--- src/rtl/div_pkg.sv ---
// Shared state encoding and sizing constants for the sequential divider.
package div_pkg;

   typedef enum logic [1:0] {
      IDLE = 2'd0,
      ITER = 2'd1,
      FIX  = 2'd2,
      DONE = 2'd3
   } state_t;

   localparam int DIV_WIDTH = 16;
   localparam int DIV_CNT_W = $clog2(DIV_WIDTH + 1);

endpackage

--- src/rtl/div_counter.sv ---
// Iteration counter for the divider: loads the step count and counts down to zero.
module div_counter
   import div_pkg::*;
#(
   parameter int CW = DIV_CNT_W
) (
   input  logic          clk,
   input  logic          rst,
   input  logic          load,
   input  logic          dec,
   input  logic [CW-1:0] load_val,
   output logic          zero,
   output logic          last
);

   logic [CW-1:0] count_r;

   // Load wins over decrement; decrement saturates at zero
   always_ff @(posedge clk) begin
      if (rst) begin
         count_r <= {CW{1'b0}};
      end else if (load) begin
         count_r <= load_val;
      end else if (dec && (count_r != {CW{1'b0}})) begin
         count_r <= count_r - CW'(1);
      end else begin
         count_r <= count_r;
      end
   end

   assign zero = (count_r == {CW{1'b0}});
   assign last = (count_r == CW'(1));

endmodule

--- src/rtl/seq_divider.sv ---
// Signed restoring divider: one quotient bit per cycle on magnitudes, sign fix-up at the end.
module seq_divider
   import div_pkg::*;
#(
   parameter int WIDTH = DIV_WIDTH
) (
   input  logic             clk,
   input  logic             rst,
   input  logic             start,
   input  logic [WIDTH-1:0] dividend,
   input  logic [WIDTH-1:0] divisor,
   output logic [WIDTH-1:0] quotient,
   output logic [WIDTH-1:0] remainder,
   output logic             done,
   output logic             div_by_zero,
   output logic             overflow
);

   localparam int CW = $clog2(WIDTH + 1);

   state_t         state_r, state_next_s;
   logic [WIDTH:0] q_r, b_r, r_r;
   logic           sq_r, sr_r, ovf_r;
   logic           accept_s, zero_div_s, ovf_s;
   logic           cnt_load_s, cnt_dec_s, cnt_zero_s, cnt_last_s;
   logic [WIDTH:0] r_shift_s, r_diff_s, q_fix_s, r_fix_s;
   logic           trial_ok_s;

   // The most-negative value needs WIDTH+1 bits to hold its magnitude
   function automatic logic [WIDTH:0] mag(input logic [WIDTH-1:0] v);
      logic [WIDTH:0] ext;
      ext = {v[WIDTH-1], v};
      mag = v[WIDTH-1] ? ({(WIDTH+1){1'b0}} - ext) : ext;
   endfunction

   assign accept_s   = start && ((state_r == IDLE) || (state_r == DONE));
   assign zero_div_s = (divisor == {WIDTH{1'b0}});
   assign ovf_s      = (dividend == {1'b1, {(WIDTH-1){1'b0}}}) && (divisor == {WIDTH{1'b1}});

   assign r_shift_s  = {r_r[WIDTH-1:0], q_r[WIDTH-1]};
   assign trial_ok_s = (r_shift_s >= b_r);
   assign r_diff_s   = r_shift_s - b_r;
   assign q_fix_s    = sq_r ? ({(WIDTH+1){1'b0}} - q_r) : q_r;
   assign r_fix_s    = sr_r ? ({(WIDTH+1){1'b0}} - r_r) : r_r;

   div_counter #(.CW(CW)) u_counter (
      .clk      (clk),
      .rst      (rst),
      .load     (cnt_load_s),
      .dec      (cnt_dec_s),
      .load_val (CW'(WIDTH)),
      .zero     (cnt_zero_s),
      .last     (cnt_last_s)
   );

   // State register
   always_ff @(posedge clk) begin
      if (rst) begin
         state_r <= IDLE;
      end else begin
         state_r <= state_next_s;
      end
   end

   // Next-state and counter control
   always_comb begin
      state_next_s = state_r;
      cnt_load_s   = 1'b0;
      cnt_dec_s    = 1'b0;
      case (state_r)
         IDLE, DONE: begin
            if (accept_s) begin
               cnt_load_s   = !zero_div_s;
               state_next_s = zero_div_s ? DONE : ITER;
            end else begin
               state_next_s = state_r;
            end
         end
         ITER: begin
            cnt_dec_s = !cnt_zero_s;
            if (cnt_last_s || cnt_zero_s) begin
               state_next_s = FIX;
            end else begin
               state_next_s = ITER;
            end
         end
         FIX:     state_next_s = DONE;
         default: state_next_s = IDLE;
      endcase
   end

   // Datapath and output registers
   always_ff @(posedge clk) begin
      if (rst) begin
         q_r         <= {(WIDTH+1){1'b0}};
         b_r         <= {(WIDTH+1){1'b0}};
         r_r         <= {(WIDTH+1){1'b0}};
         sq_r        <= 1'b0;
         sr_r        <= 1'b0;
         ovf_r       <= 1'b0;
         quotient    <= {WIDTH{1'b0}};
         remainder   <= {WIDTH{1'b0}};
         done        <= 1'b0;
         div_by_zero <= 1'b0;
         overflow    <= 1'b0;
      end else if (accept_s && zero_div_s) begin
         quotient    <= {WIDTH{1'b1}};
         remainder   <= dividend;
         done        <= 1'b1;
         div_by_zero <= 1'b1;
         overflow    <= 1'b0;
      end else if (accept_s) begin
         q_r         <= mag(dividend);
         b_r         <= mag(divisor);
         r_r         <= {(WIDTH+1){1'b0}};
         sq_r        <= dividend[WIDTH-1] ^ divisor[WIDTH-1];
         sr_r        <= dividend[WIDTH-1];
         ovf_r       <= ovf_s;
         done        <= 1'b0;
         div_by_zero <= 1'b0;
         overflow    <= 1'b0;
      end else if (state_r == ITER) begin
         r_r <= trial_ok_s ? r_diff_s : r_shift_s;
         q_r <= {1'b0, q_r[WIDTH-2:0], trial_ok_s};
      end else if (state_r == FIX) begin
         quotient  <= q_fix_s[WIDTH-1:0];
         remainder <= r_fix_s[WIDTH-1:0];
         overflow  <= ovf_r;
         done      <= 1'b1;
      end else begin
         done <= done;
      end
   end

endmodule

--- config.mk ---
export PLATFORM = sky130hd
export DESIGN_NAME = seq_divider
export DESIGN_NICKNAME = d
export VERILOG_FILES = /design/src/rtl/div_pkg.sv /design/src/rtl/div_counter.sv /design/src/rtl/seq_divider.sv
export SDC_FILE = /design/constraint.sdc
export NUM_CORES = 1
export LEC_CHECK = 0
export BUFFER_PORTS_ARGS = -buffer_cell sky130_fd_sc_hd__clkbuf_2
export CELL_PAD_IN_SITES_DETAIL_PLACEMENT = 0
export CELL_PAD_IN_SITES_GLOBAL_PLACEMENT = 1
export CORE_UTILIZATION = 40
export CTS_BUF_LIST = sky130_fd_sc_hd__clkbuf_16
export DETAILED_ROUTE_END_ITERATION = 12
export HOLD_SLACK_MARGIN = 0.08
export PLACE_DENSITY = 0.71
export SLEW_MARGIN = 20
export SYNTH_ARGS = -nofsm -noshare
export SYNTH_HDL_FRONTEND = slang
export SYNTH_SLANG_ARGS = --single-unit
--- constraint.sdc ---
create_clock -name clk -period 2.86 [get_ports clk]
set_input_delay 0.858 -clock clk [delete_from_list [all_inputs] [get_ports clk]]
set_output_delay 0.858 -clock clk [all_outputs]
set_load 0.005 [all_outputs]
# Word-level counts from Yosys, hierarchy flattened
# Cells that the tools add are included.
# totals
inputBits	35
ff_bits	94
output_inout_bits	35
elab_cells	91
# classes
muxes	32
order_cmp	1
eq_ne	10
n_reduce_logical	25
n_addsub	6
bitwise	3
# ops
op	n
$mux 16	16
$sub 1x16->16 const A	3
$eq 16x16->1 const B	2
$ge 17x17->1	1
$mux 17	1
$sub 1x16->17 const A	1
$logic_not 16->1	1
$sub 16x16->16	1
$mux 5	2
$mux 1	9
$reduce_and 2->1	4
$reduce_bool 2->1	4
$mux 2	3
$pmux 2 s3	1
$eq 5x1->1 const B	1
$logic_not 5->1	1
$reduce_bool 5->1	1
$sub 5x1->5 const B	1
$eq 2x2->1 const B	2
$logic_and 1x1->1	4
$ne 2x2->1 const B	2
$reduce_or 2->1	2
$ne 3x3->1 const B	1
$reduce_and 3->1	1
other kinds (9)	12

# Logic depth before layout (Yosys ltp)
# logic_depth
word_depth	6
mapped_depth	12
ltp_nobuf	11

# Modules after synthesis
# Synthesis repeated with hierarchy kept, for this count alone.
# hier_totals
hier_cells	764
area_unflattened_um2	5923.2
# modules_own_cells
module	seq_area_each_um2	instances	area_each_um2	cells_per_inst
seq_divider	1781.7	1	5611.6	726
div_counter	100.1	1	311.5	38

# Worst setup path before layout
# OpenSTA, ideal clock, no wires.
# synth_timing
path_type	input port to flip-flop
from	input port divisor[3]
to	register b_r[14]
arrival_time_ns	2.544
path_slack_ns	0.245
setup_ns	0.070
n_path_buf	0
required_time_ns	2.790
path_stages	7
cell_sequence	or4_4 -> or3_4 -> or4_1 -> nand2_1 -> xnor2_1 -> nand2_1 -> a21oi_1
# synth_between
elab_chain_cells	4
elab_cells_between_ends	6
classes_between	1 x add/sub; 1 x mux; 1 x bitwise; 3 x reduce/logical
# synth_lines
item	line	text
from (decl)	seq_divider.sv:11	input logic [WIDTH-1:0] divisor,
parallel branches: the longest is 4 deep, another holds $sub 1x16->17	-	
to (signal assigned)	seq_divider.sv:96	b_r <= {(WIDTH+1){1'b0}};
to (signal assigned)	seq_divider.sv:114	b_r <= mag(divisor);
to (decl)	seq_divider.sv:22	logic [WIDTH:0] q_r, b_r, r_r;
# Parallel ways; which one is timed is not known.
# A chain may end at the register's enable or synchronous reset.

# Worst setup path in the final report
# layout_timing
from	register b_r[1]
to	register r_r[13]
# layout_between
elab_chain_cells	4
elab_cells_between_ends	5
classes_between	1 x add/sub; 1 x order compare; 3 x mux
# layout_lines
item	line	text
$sub 16x16->16 / $ge 17x17->1 (equally long branches)	seq_divider.sv:42, seq_divider.sv:41	
$mux 16 *	seq_divider.sv:123	r_r <= trial_ok_s ? r_diff_s : r_shift_s;
$mux 16 *	seq_divider.sv:122	end else if (state_r == ITER) begin
$mux 16 *	seq_divider.sv:112	end else if (accept_s) begin
to (signal assigned)	seq_divider.sv:97	r_r <= {(WIDTH+1){1'b0}};
to (signal assigned)	seq_divider.sv:115	r_r <= {(WIDTH+1){1'b0}};
to (signal assigned)	seq_divider.sv:123	
to (decl)	seq_divider.sv:22	
# Every way passes the cells marked *; elsewhere a longest branch is shown, timed or not. The select of a mux whose other input is x is not followed.

==> qor.yml <==
synth:
  yosysUniqueCellTypes: 63
  synth_edf_count: 0
  async_flop_share: 0
  netlist_instances: 756
  synth_flop_cell: "dfxtp_1"
  syn_area_per_cell_sq_um: 7.91
  synth_area_sq_um: 5980
  yosys_warnings: 0
  synth_seq_area_share: 0.315
  ys_ff_latch: 94
  synth_fp_nets: 819
clock_network:
  numCtsBuffers: 9
  cts_tree: "done"
  clk_pin_slew_ns: 0.07
  cts_setup_buffers: 0
  ctsHtreeMaxLevel: 3
  clockBufferDepth: 2
  clock_latency_ns: 0.35
  root_buffer: "clkbuf_16"
  clock-sinks: 94
status:
  status: "finished clean"
floorplanning:
  die_width_microns: 124
  pin_count: 70
  die_h_microns: 124
  core.rowCount: 44
  initial_core_util: 0.410
  core_sq_um: 14600
  dieArea_sq_um: 15400
drt:
  drt-initial-drc-count: 371
  via_per_inst: 5.59
  wl_per_cell_microns: 16.2
  vias: 5666
  first_pass_iters: 5
  ant_nets: 0
  drc_errors: 0
  wirelength_microns: 16500
power_and_ir_drop:
  power.density_nw_per_um2: 1110
  leakage_uw: 0.00293
  peakVddDrop_v: 0.000492
placement:
  port_buffers: 69
  dp_hpwl_microns: 12900
  postPlaceCellArea_sq_um: 6650
  routabilityCongestion: 0.962
worst_setup_path:
  worst_r2r_path_depth: 9
  reg2reg_to: "r_r[13]$_SDFFE_PP0P_"
  rrSetupSlack_ns: 0.22
  slowest_delay_ns: 0.59
  cp_slowest_cell: "or4b_1"
  worstSetupStartpointType: "flop"
  required_ns: 3.15
  crit_type: "flop to flop"
  cp-end-kind: "flop"
  path_cells: "inv_1 > ha_1 > nor2b_1 > o2111ai_2 > nand3_1 > a31oi_2 > o31a_1 > or4b_1 > o21ai_1"
  cp-startpoint: "b_r[1]$_SDFFE_PP0P_"
  critical_path.max_fanout: 3
  cp_data_arrival_time_ns: 2.93
  r2r_start: "b_r[1]$_SDFFE_PP0P_"
timing:
  hold_viol: 0
  grt_setup_unrepaired: "false"
  maxSlewViolCount: 0
  max_slew_margin: 0.540
  finalCritPeriodShare: 0.924
  setup_viol: 0
  worst_slew_pin_slew_ns: 0.689
  min_period_ns: 2.64
  clock-skew-final_ns: 0.00489
  finalSetupTns_ns: 0
  max_freq_mhz: 379
final_layout:
  nFillCells: 1432
  synthToLayoutAreaGrowth_pct: 16.5
  fin_util: 0.478
  antennaDiodeCount: 0
  fin_area_sq_um: 6970
  layout.nets: 888
  drive_gt1_frac: 0.172
global_route:
  grt_pass1_wl_microns: 27500
  grt_max_degree: 39
  antenna_found_initial: 0
  grt_pass1_vias: 5476
  overflow: 0
  grtUsageTotal: 0.218
hold_path:
  worstHoldPathCells: 2
  holdPathEnd: "remainder[4]$_SDFFE_PP0P_"
  worstHoldPathType: "flop to flop"
  hp-start: "remainder[4]$_SDFFE_PP0P_"
job:
  cap_violations: 0
==> registers in the layout (all words and copies together), names as in the netlist <==
name,flops
q_r,16
b_r,17
state_r,2
done,1
sr_r,1
u_counter.count_r,5
quotient,16
overflow,1
remainder,16
sq_r,1
ovf_r,1
r_r,16
div_by_zero,1
==> per-layer routing <==
layer	track usage	wire length [microns]
met1	0.282	7660
met2	0.357	7640
met3	0.0352	688
met4	0.0999	475
met5	0	0
==> Yosys cell counts (all sizes together), types with 4 or more instances <==
master | count | share of area
a31oi | 8 | 0.0094
o21ai | 43 | 0.037
nand3 | 8 | 0.0067
nor2b | 7 | 0.0073
nand4 | 9 | 0.0094
a211oi | 41 | 0.054
or4 | 7 | 0.010
mux2i | 17 | 0.028
a2111oi | 8 | 0.012
o211ai | 12 | 0.015
buf | 14 | 0.015
a311oi | 6 | 0.0088
o22ai | 4 | 0.0042
nor2 | 91 | 0.058
dfxtp | 94 | 0.31
nand2 | 88 | 0.055
inv | 34 | 0.021
o31ai | 15 | 0.019
a21o | 8 | 0.010
or3 | 9 | 0.010
ha | 27 | 0.056
o41ai | 8 | 0.012
and3 | 4 | 0.0042
clkbuf | 33 | 0.021
nor3 | 19 | 0.019
xor2 | 45 | 0.066
xnor2 | 25 | 0.037
a21oi | 36 | 0.031
==> worst max-delay path, delay by kind of cell, from the launching register on <==
kind,cells,cell delay (ns)
AND/OR/NAND/NOR,3,0.99
buffers and inverters,1,0.11
flip-flops,1,0.40
adder cells (fa/ha/maj),1,0.30
AO/OA/AOI/OAI,4,0.76
==> power breakdown <==
| group | internal [uW] | switching, uW | leakage, uW |
|---|---|---|---|
| Clock | 692 | 577 | 0.000146 |
| Combinational | 1930 | 2450 | 0.00202 |
| Sequential | 1720 | 378 | 0.000770 |
==> cell type report <==
cell class,count,area (sq um),area share
well taps,184,230,0.0330
repair buffers,105,641,0.0919
clock inverters,7,81.3,0.0117
clock buffers,9,225,0.0323
inverters,34,128,0.0183
flip-flops and latches,94,1880,0.270
multi-input cells,581,3780,0.543
==> cells in the final DEF, fill, tap and decap left out, types with 25 or more instances in the layout <==
cell type	instances
dfxtp_1	94
nor2_1	90
nand2_1	88
clkbuf_2	69
xor2_1	45
o21ai_0	40
a211oi_1	38
inv_1	34
a21oi_1	34
buf_4	34
ha_1	27
xnor2_1	25
==> what timing repair did <==
item / CTS / global route
endpoints found under the setup margin: 0 / 5
gates resized for setup: 0 / 2
hold endpoints to repair: 0 / 0
hold buffers: 0 / 0
==> cells by family after synthesis <==
group                    share of synthesized area
flip-flops                                   0.315
AO/OA/AOI/OAI                                0.236
AND/OR/NAND/NOR                              0.200
adder cells (fa/ha/maj)                     0.0598
XOR/XNOR                                     0.102
buffers and inverters                       0.0569
multiplexers                                0.0303
==> through the flow <==
step / instances / hold slack, ns / setup slack, ns / power, uW
final: 1014 / 0.455 / 0.218 / 7750
after global routing: 1014 / 0.482 / 0.0318 / 8390
after CTS: 1014 / 0.460 / 0.181 / 7790
after detailed placement: 998 / 0.450 / -0.00899 / 6490
after global placement: 998 / 0.448 / 0.0353 / 6400
after floorplan: 756 / 0.425 / 0.245 / 5300
==> how the worst max path moves through the flow <==
| stage | to | slack, ns | cells after the start |
|---|---|---|---|
| 2_1_floorplan | b_r[14]$_SDFFE_PP0P_ | 0.25 | 7 |
| 3_3_place_gp | remainder[3]$_SDFFE_PP0P_ | 0.04 | 8 |
| 4_1_cts | r_r[13]$_SDFFE_PP0P_ | 0.18 | 9 |
| 3_5_place_dp | remainder[7]$_SDFFE_PP0P_ | -0.009 | 9 |
| 5_1_grt | r_r[13]$_SDFFE_PP0P_ | 0.03 | 9 |
| 6_report | r_r[13]$_SDFFE_PP0P_ | 0.22 | 9 |
Power figures use the tool's default switching activity.
